`src/rtl/lsu_pkg.sv`:
```
// Shared definitions for the load/store unit: funct3 width codes and FSM state.
// No logic of its own; legality helper is purely combinational.
package lsu_pkg;

    localparam logic [2:0] F3_B  = 3'b000;
    localparam logic [2:0] F3_H  = 3'b001;
    localparam logic [2:0] F3_W  = 3'b010;
    localparam logic [2:0] F3_BU = 3'b100;
    localparam logic [2:0] F3_HU = 3'b101;

    typedef enum logic {
        IDLE   = 1'b0,
        RMW_WR = 1'b1
    } lsu_state_t;

    // Stores only have signed widths; the unsigned codes are load-only.
    function automatic logic f3_legal(input logic is_store, input logic [2:0] f3);
        if (is_store)
            return (f3 == F3_B) || (f3 == F3_H) || (f3 == F3_W);
        return (f3 == F3_B) || (f3 == F3_H) || (f3 == F3_W) ||
               (f3 == F3_BU) || (f3 == F3_HU);
    endfunction

endpackage

```
`src/rtl/lsu_store_merge.sv`:
```
// Lane merge for sub-word stores: replaces one byte or half of a read word.
// Purely combinational, zero latency; no flow control.
module lsu_store_merge (
    input  logic [31:0] word,
    input  logic [31:0] wdata,
    input  logic [1:0]  lane,
    input  logic        half,
    output logic [31:0] merged
);

    always_comb begin
        merged = word;
        if (half) begin
            if (lane[1])
                merged[31:16] = wdata[15:0];
            else
                merged[15:0]  = wdata[15:0];
        end else begin
            case (lane)
                2'd0:    merged[7:0]   = wdata[7:0];
                2'd1:    merged[15:8]  = wdata[7:0];
                2'd2:    merged[23:16] = wdata[7:0];
                default: merged[31:24] = wdata[7:0];
            endcase
        end
    end

endmodule

```
`src/rtl/load_store_unit.sv`:
```
// MEM-stage load/store unit: loads and SW complete combinationally in one cycle,
// SB/SH take a read-modify-write over two cycles, stalling the pipe for the first.
module load_store_unit
    import lsu_pkg::*;
#(
    parameter int DM_WORDS = 64
) (
    input  logic        clk,
    input  logic        reset,
    input  logic        req_valid,
    input  logic        mem_write,
    input  logic [2:0]  funct3,
    input  logic [31:0] addr,
    input  logic [31:0] store_data,
    output logic [31:0] load_data,
    output logic        load_valid,
    output logic        stall,
    output logic        misaligned,
    output logic        out_of_range,
    output logic        dm_we,
    output logic [31:0] dm_addr,
    output logic [31:0] dm_wd,
    input  logic [31:0] dm_rd
);

    localparam logic [29:0] DM_LIMIT = 30'(DM_WORDS);

    lsu_state_t  state;
    logic [31:0] rmw_addr;
    logic [31:0] rmw_word;
    logic [31:0] merged;

    logic is_h, is_w, legal, mis_c, oor_c, req, ok, rmw_start;
    logic [7:0]  byte_sel;
    logic [15:0] half_sel;
    logic [31:0] ext;

    assign is_h  = (funct3[1:0] == 2'b01);
    assign is_w  = (funct3 == F3_W);
    assign legal = f3_legal(mem_write, funct3);
    assign mis_c = (is_h && addr[0]) || (is_w && (addr[1:0] != 2'b00));
    assign oor_c = (addr[31:2] >= DM_LIMIT);

    // Requests are only decoded in IDLE; RMW_WR works purely from latched state.
    assign req       = req_valid && !reset && (state == IDLE) && legal;
    assign ok        = req && !mis_c && !oor_c;
    assign rmw_start = ok && mem_write && !is_w;

    lsu_store_merge u_merge (
        .word   (dm_rd),
        .wdata  (store_data),
        .lane   (addr[1:0]),
        .half   (is_h),
        .merged (merged)
    );

    always_comb begin
        byte_sel = 8'h00;
        case (addr[1:0])
            2'd0:    byte_sel = dm_rd[7:0];
            2'd1:    byte_sel = dm_rd[15:8];
            2'd2:    byte_sel = dm_rd[23:16];
            default: byte_sel = dm_rd[31:24];
        endcase
        half_sel = addr[1] ? dm_rd[31:16] : dm_rd[15:0];
        case (funct3)
            F3_B:    ext = {{24{byte_sel[7]}}, byte_sel};
            F3_H:    ext = {{16{half_sel[15]}}, half_sel};
            F3_W:    ext = dm_rd;
            F3_BU:   ext = {24'h0, byte_sel};
            F3_HU:   ext = {16'h0, half_sel};
            default: ext = 32'h0;
        endcase
    end

    always_comb begin
        misaligned   = req && mis_c;
        out_of_range = req && oor_c;
        load_valid   = ok && !mem_write;
        load_data    = load_valid ? ext : 32'h0;
        stall        = rmw_start;
        if (state == RMW_WR) begin
            dm_we   = !reset;
            dm_addr = rmw_addr;
            dm_wd   = rmw_word;
        end else begin
            dm_we   = ok && mem_write && is_w;
            dm_addr = addr;
            dm_wd   = store_data;
        end
    end

    always_ff @(posedge clk or posedge reset) begin
        if (reset) begin
            state    <= IDLE;
            rmw_addr <= 32'h0;
            rmw_word <= 32'h0;
        end else begin
            case (state)
                IDLE: begin
                    if (rmw_start) begin
                        state    <= RMW_WR;
                        rmw_addr <= {addr[31:2], 2'b00};
                        rmw_word <= merged;
                    end
                end
                default: state <= IDLE;
            endcase
        end
    end

endmodule
```
`config.mk`:
```
export PLATFORM = sky130hd
export DESIGN_NAME = load_store_unit
export DESIGN_NICKNAME = d
export VERILOG_FILES = /design/src/rtl/lsu_pkg.sv /design/src/rtl/lsu_store_merge.sv /design/src/rtl/load_store_unit.sv
export SDC_FILE = /design/constraint.sdc
export NUM_CORES = 1
export LEC_CHECK = 0
export CORE_MARGIN = 8
export CORE_UTILIZATION = 38
export CTS_CLUSTER_SIZE = 16
export DETAILED_ROUTE_END_ITERATION = 6
export PLACE_DENSITY = 0.8
export SYNTH_ARGS = -nofsm -noshare
export SYNTH_HDL_FRONTEND = slang
export SYNTH_SLANG_ARGS = --single-unit
```
`constraint.sdc`:
```
create_clock -name clk -period 3.7 [get_ports clk]
set_clock_uncertainty 0.15 [all_clocks]
set_input_delay 0.37 -clock clk [delete_from_list [all_inputs] [get_ports clk]]
set_output_delay 0.37 -clock clk [all_outputs]
set_load 0.1 [all_outputs]
```
# Word level (Yosys, flattened, before mapping)
# Index checks and enable logic that the tools add are counted.
[word_totals]
out_inout_bits = 101
elab_cells = 59
input_bits = 103
ff_bits = 63
[classes]
n_lt_le_gt_ge = 1
eq_ne = 7
n_reduce_logical = 28
n_bitwise = 1
muxes = 19
[ops]
columns = ["cell", "count"]
rows = [
  ["$pmux W32 S5", 1],
  ["$mux W32", 4],
  ["$mux W16", 3],
  ["$mux W8", 4],
  ["$ge A30 B7 Y1 const B", 1],
  ["$pmux W8 S3", 1],
  ["$logic_and A1 B1 Y1", 13],
  ["$eq A3 B3 Y1 const B", 2],
  ["$mux W1", 6],
  ["$logic_not A1 Y1", 5],
  ["$logic_or A1 B1 Y1", 5],
  ["$eq A2 B1 Y1 const B", 2],
  ["$eq A3 B1 Y1 const B", 1],
  ["$eq A3 B2 Y1 const B", 1],
  ["$logic_not A3 Y1", 1],
  ["$reduce_or A3 Y1", 1],
  ["$eq A2 B2 Y1 const B", 1],
  ["$logic_not A2 Y1", 1],
  ["$reduce_and A2 Y1", 1],
  ["$reduce_bool A2 Y1", 1],
  ["$not A1 Y1", 1],
]

# Depth between registers and ports, before layout
[logic_depth]
ltp_word = 13
depth_mapped = 7
ltp_nobuf = 5

# Modules after synthesis
# Synthesis repeated with hierarchy kept, for this count alone.
[unflattened]
cells_unflattened = 399
hier_area_um2 = 4463.0
[by_module_without_submodules]
columns = ["module", "area_each_um2", "cells_per_inst", "instances", "seq_area_each_um2"]
rows = [
  ["load_store_unit", 3960.0, 333, 1, 1576.5],
  ["lsu_store_merge", 503.0, 66, 1, 0.0],
]

# Least setup slack after synthesis
# OpenSTA, ideal clock, no wires.
[synth_path]
path_type = "input port to output port"
start = "input port reset"
end = "output port stall"
path_slack_ps = -2189
n_path_buf = 0
required_time_ps = 3180
t_arrival_ps = 5369
path_stages = 4
cell_sequence = "inv_1 -> nand4_1 -> o21bai_2 -> nor4b_1"
[synth_between]
elab_chain_cells = 8
[synth_lines]
columns = ["item", "line_no", "text"]
rows = [
  ["start: declaration", "load_store_unit.sv:9", "input logic reset,"],
  ["$logic_not A1 Y1 (no line)", "-", ""],
  ["$logic_and A1 B1 Y1 (3 in a row)", "load_store_unit.sv:45", "assign req = req_valid && !reset && (state == IDLE) && legal;"],
  ["$logic_and A1 B1 Y1 (2 in a row)", "load_store_unit.sv:46", "assign ok = req && !mis_c && !oor_c;"],
  ["$logic_and A1 B1 Y1 (2 in a row)", "load_store_unit.sv:47", "assign rmw_start = ok && mem_write && !is_w;"],
  ["end: declaration", "load_store_unit.sv:17", "output logic stall,"],
]
# No other way between the ends.

# Final worst setup path
[layout_path]
start = "input port addr[28]"
end = "output port load_data[0]"
[layout_between]
elab_chain_cells = 5
[layout_lines]
columns = ["item", "line_no", "text"]
rows = [
  ["start: declaration", "load_store_unit.sv:13", "input logic [31:0] addr,"],
  ["$ge A30 B7 Y1", "load_store_unit.sv:42", "assign oor_c = (addr[31:2] >= DM_LIMIT);"],
  ["$logic_not A1 Y1", "load_store_unit.sv:46", ""],
  ["$logic_and A1 B1 Y1", "load_store_unit.sv:46", ""],
  ["$logic_and A1 B1 Y1", "load_store_unit.sv:79", "load_valid = ok && !mem_write;"],
  ["$mux W32", "load_store_unit.sv:80", "load_data = load_valid ? ext : 32'h0;"],
  ["end: declaration", "load_store_unit.sv:15", "output logic [31:0] load_data,"],
]
# No other way between the ends.

==> impl_metrics.csv <==
group,metric,value,unit
critical_path,worst_setup_path_start_kind,"input port",
pwr,internal-power,1400,uW
timing,rsz0062_at_grt,"false",
clock_network,cts.clk_slew.worst_paths,0.06,ns
clock_network,postCtsSetupBuffers,0,
placement,io_buffer_count,203,
synth,synth-edff-count,0,
layout,fill_cells,939,
clock_network,insertion_delay,0.32,ns
grt,overflow,0,
timing,fmax,295,MHz
clock_network,ctsHoldBuffers,0,
critical_path,crit_family,"simple AND/OR/NAND/NOR gates",
floorplanning,fp-row-count,39,
routing,drt_iter0_markers,267,
critical_path,crit_buf_inv,3,
outcome,status,"completed",
synth,yosysMostFrequentCell,"mux2_2",
min_path,holdPathEnd,"rmw_addr[25]$_DFFE_PP0P_",
pwr,p_sw,771,uW
layout,stdcell_count,760,
clock_network,cts_tree,"built",
grt,grt_first_pass_wirelength,25700,um
clock_network,cts_buffers,9,
synth,synthTopCellsByCount,"mux2_2 (85), dfrtp_1 (63), a21oi_1 (39), mux2_4 (36), nor2_1 (27)",
critical_path,crit_required,3.18,ns
timing,post-route-period-util,91.5,%
layout,num-nets-final,715,
placement,dp.final_hpwl,12500,um
routing,drt_pass1_iterations,5,
grt,grt_use_total,20.6,%
floorplanning,die_x,124,um
timing,worst_pin_slew,0.861,ns
synth,ys_types,34,
floorplanning,die-area,15400,um^2
synth,syn_area,4450,um^2
pwr,power_density,301,nW/um^2
synth,synth_area_leader_cell,"dfrtp_1",
timing,timing.final.ws_setup,0.314,ns
min_path,min_delay_path_depth,1,
pwr,power.clock.fraction,36.6,%
synth,syn_inst,415,
layout,area.growth.synth_to_final,61.9,%
run,cap_viol_max_count,0,
floorplanning,start_util,39.0,%
pwr,swShare,35.5,%
critical_path,arrival,2.87,ns
floorplanning,coreArea,11400,um^2
clock_network,root_buffer,"clkbuf_16",
timing,finalSetupViolations,0,
placement,gp_congestion,0.873,
critical_path,rr_endpoint,"rmw_word[12]$_DFFE_PP0P_",
critical_path,critPathMaxFanout,33,
synth,yosysWarnings,0,
timing,relSlewSlack,42.6,%
clock_network,cts_resized,0,
grt,grt_pass1_vias,4436,
grt,grt_max_degree,65,
routing,route.antenna.remaining_nets,0,
min_path,min_from,"rmw_addr[25]$_DFFE_PP0P_",
critical_path,cp-end-kind,"output port",
synth,yosys-top-cells-area,"dfrtp_1 (35%), mux2_2 (22%), mux2_4 (12%)",
synth,syn_avg_cell_area,10.7,um^2
synth,seq_area_frac_synth,35.4,%
routing,wl_per_cell,21.7,um
timing,maxSlewViolCount,0,
pwr,p_comb_share,31.6,%
critical_path,criticalPathCategory,"input port to output port",
clock_network,clock_sinks,63,
synth,synth_seq_cells,63,
grt,antenna_found_initial,0,
clock_network,h-tree-depth,3,
clock_network,clockBufferDepth,2,
synth,async_flop_share,100,%
pwr,seqPwrFrac,31.8,%
placement,post-place-ws,0.304,ns
timing,final_hold_viol_count,0,
routing,vias,4124,
synth,synth_top_area_share,35.4,%
routing,remaining_drc_errors,0,
critical_path,crit_path_top_delay_cell,"clkdlybuf4s50_1",
synth,syn_nets,518,
floorplanning,io_pins,204,
pwr,ir_drop,0.270,mV
floorplanning,die_h,124,um
pwr,leakagePower,0.00312,uW
layout,drive_above_1_share,46.2,%
routing,totalWireLength,16500,um
routing,vias_per_cell,5.43,
timing,min_period,3.39,ns
critical_path,max_stage_delay,0.42,ns
layout,diodes,0,
critical_path,rrSetupSlack,1.44,ns
critical_path,reg2reg_from,"state$_DFF_PP0_",
synth,synth-main-ff-cell,"dfrtp_1",
placement,dp.cells,744,
critical_path,r2r_cells,6,
critical_path,path_cells,"clkdlybuf4s50_1 > nor4_1 > and4_1 > nand3_2 > or3_1 > buf_4 > nor2_1 > buf_12",
min_path,hp-class,"register to register",
-- power by group through the flow --
| stage | Combinational (uW) | Clock, uW | Sequential, uW |
|---|---|---|---|
| final | 686 | 794 | 689 |
| after global placement | 677 | 0 | 702 |
| after detailed placement | 684 | 0 | 702 |
| after global routing | 713 | 836 | 689 |
| after floorplan | 435 | 0 | 702 |
| after CTS | 687 | 807 | 689 |
-- worst max path at each step --
stage          startpoint            to  slack (ns)  cells past startpoint
2_1_floorplan       reset  load_data[0]       -0.30                      7
3_3_place_gp     addr[28]  load_data[0]        0.34                      8
3_5_place_dp     addr[28]  load_data[0]        0.30                      8
4_1_cts          addr[28]  load_data[0]        0.30                      8
5_1_grt           addr[9]  load_data[0]        0.18                      8
6_report         addr[28]  load_data[0]        0.31                      8
-- layout by cell type (no fill, tap or decap), types with 18 or more instances in the layout --
cell / netlist / routed
clkdlybuf4s50_1: 0 / 102
mux2_2: 85 / 85
buf_12: 3 / 39
mux2_4: 36 / 36
a21oi_1: 39 / 18
and2_1: 26 / 26
nor2_1: 27 / 27
dfrtp_1: 63 / 62
buf_4: 0 / 76
nand2_1: 24 / 24
a21oi_2: 1 / 22
-- routing by layer --
metal	up-vias	global-route usage (%)	part of all wire [%]
li1	1916	-	-
met4	0	5.10	1.4
met3	19	5.23	6.5
met5	-	0	0
met1	2029	25.8	42
met2	160	34.5	50
-- per-stage QoR --
| stage | hold WS, ns | setup TNS [ns] | cell area (um^2) | power, uW | utilization [%] |
|---|---|---|---|---|---|
| 2_1_floorplan | 0.297 | -3.29 | 4550 | 1140 | - |
| 3_3_place_gp | 0.318 | 0 | 6920 | 1380 | 60.6 |
| 3_5_place_dp | 0.317 | 0 | 6920 | 1390 | 60.6 |
| 4_1_cts | 0.336 | 0 | 7200 | 2180 | 63.1 |
| 5_1_grt | 0.350 | 0 | 7200 | 2240 | 63.1 |
| 6_report | 0.327 | 0 | 7200 | 2170 | 63.1 |
-- cell type report --
type                       instances  area (um^2)  share of cell area, %
clock buffer                      10          239                   3.32
clock inverter                     6         43.8                  0.608
inverter                           5         22.5                  0.313
multi-input combinational        316         2770                   38.5
sequential                        63         1580                   21.9
tap                              143          179                   2.48
timing repair buffer             217         2370                   32.9
-- kinds of logic after synthesis --
group / Yosys count / synth area share [%]
buffers and inverters: 36 / 4.47
AOI/OAI and AO/OA: 83 / 11.7
DFF: 63 / 35.4
muxes: 125 / 35.7
and+or+nand+nor: 108 / 12.7
-- state kept, by name (all words and copies together) (netlist names) --
name      count
rmw_addr     30
rmw_word     32
state         1
Note: power is estimated with default switching activity, not from simulation.
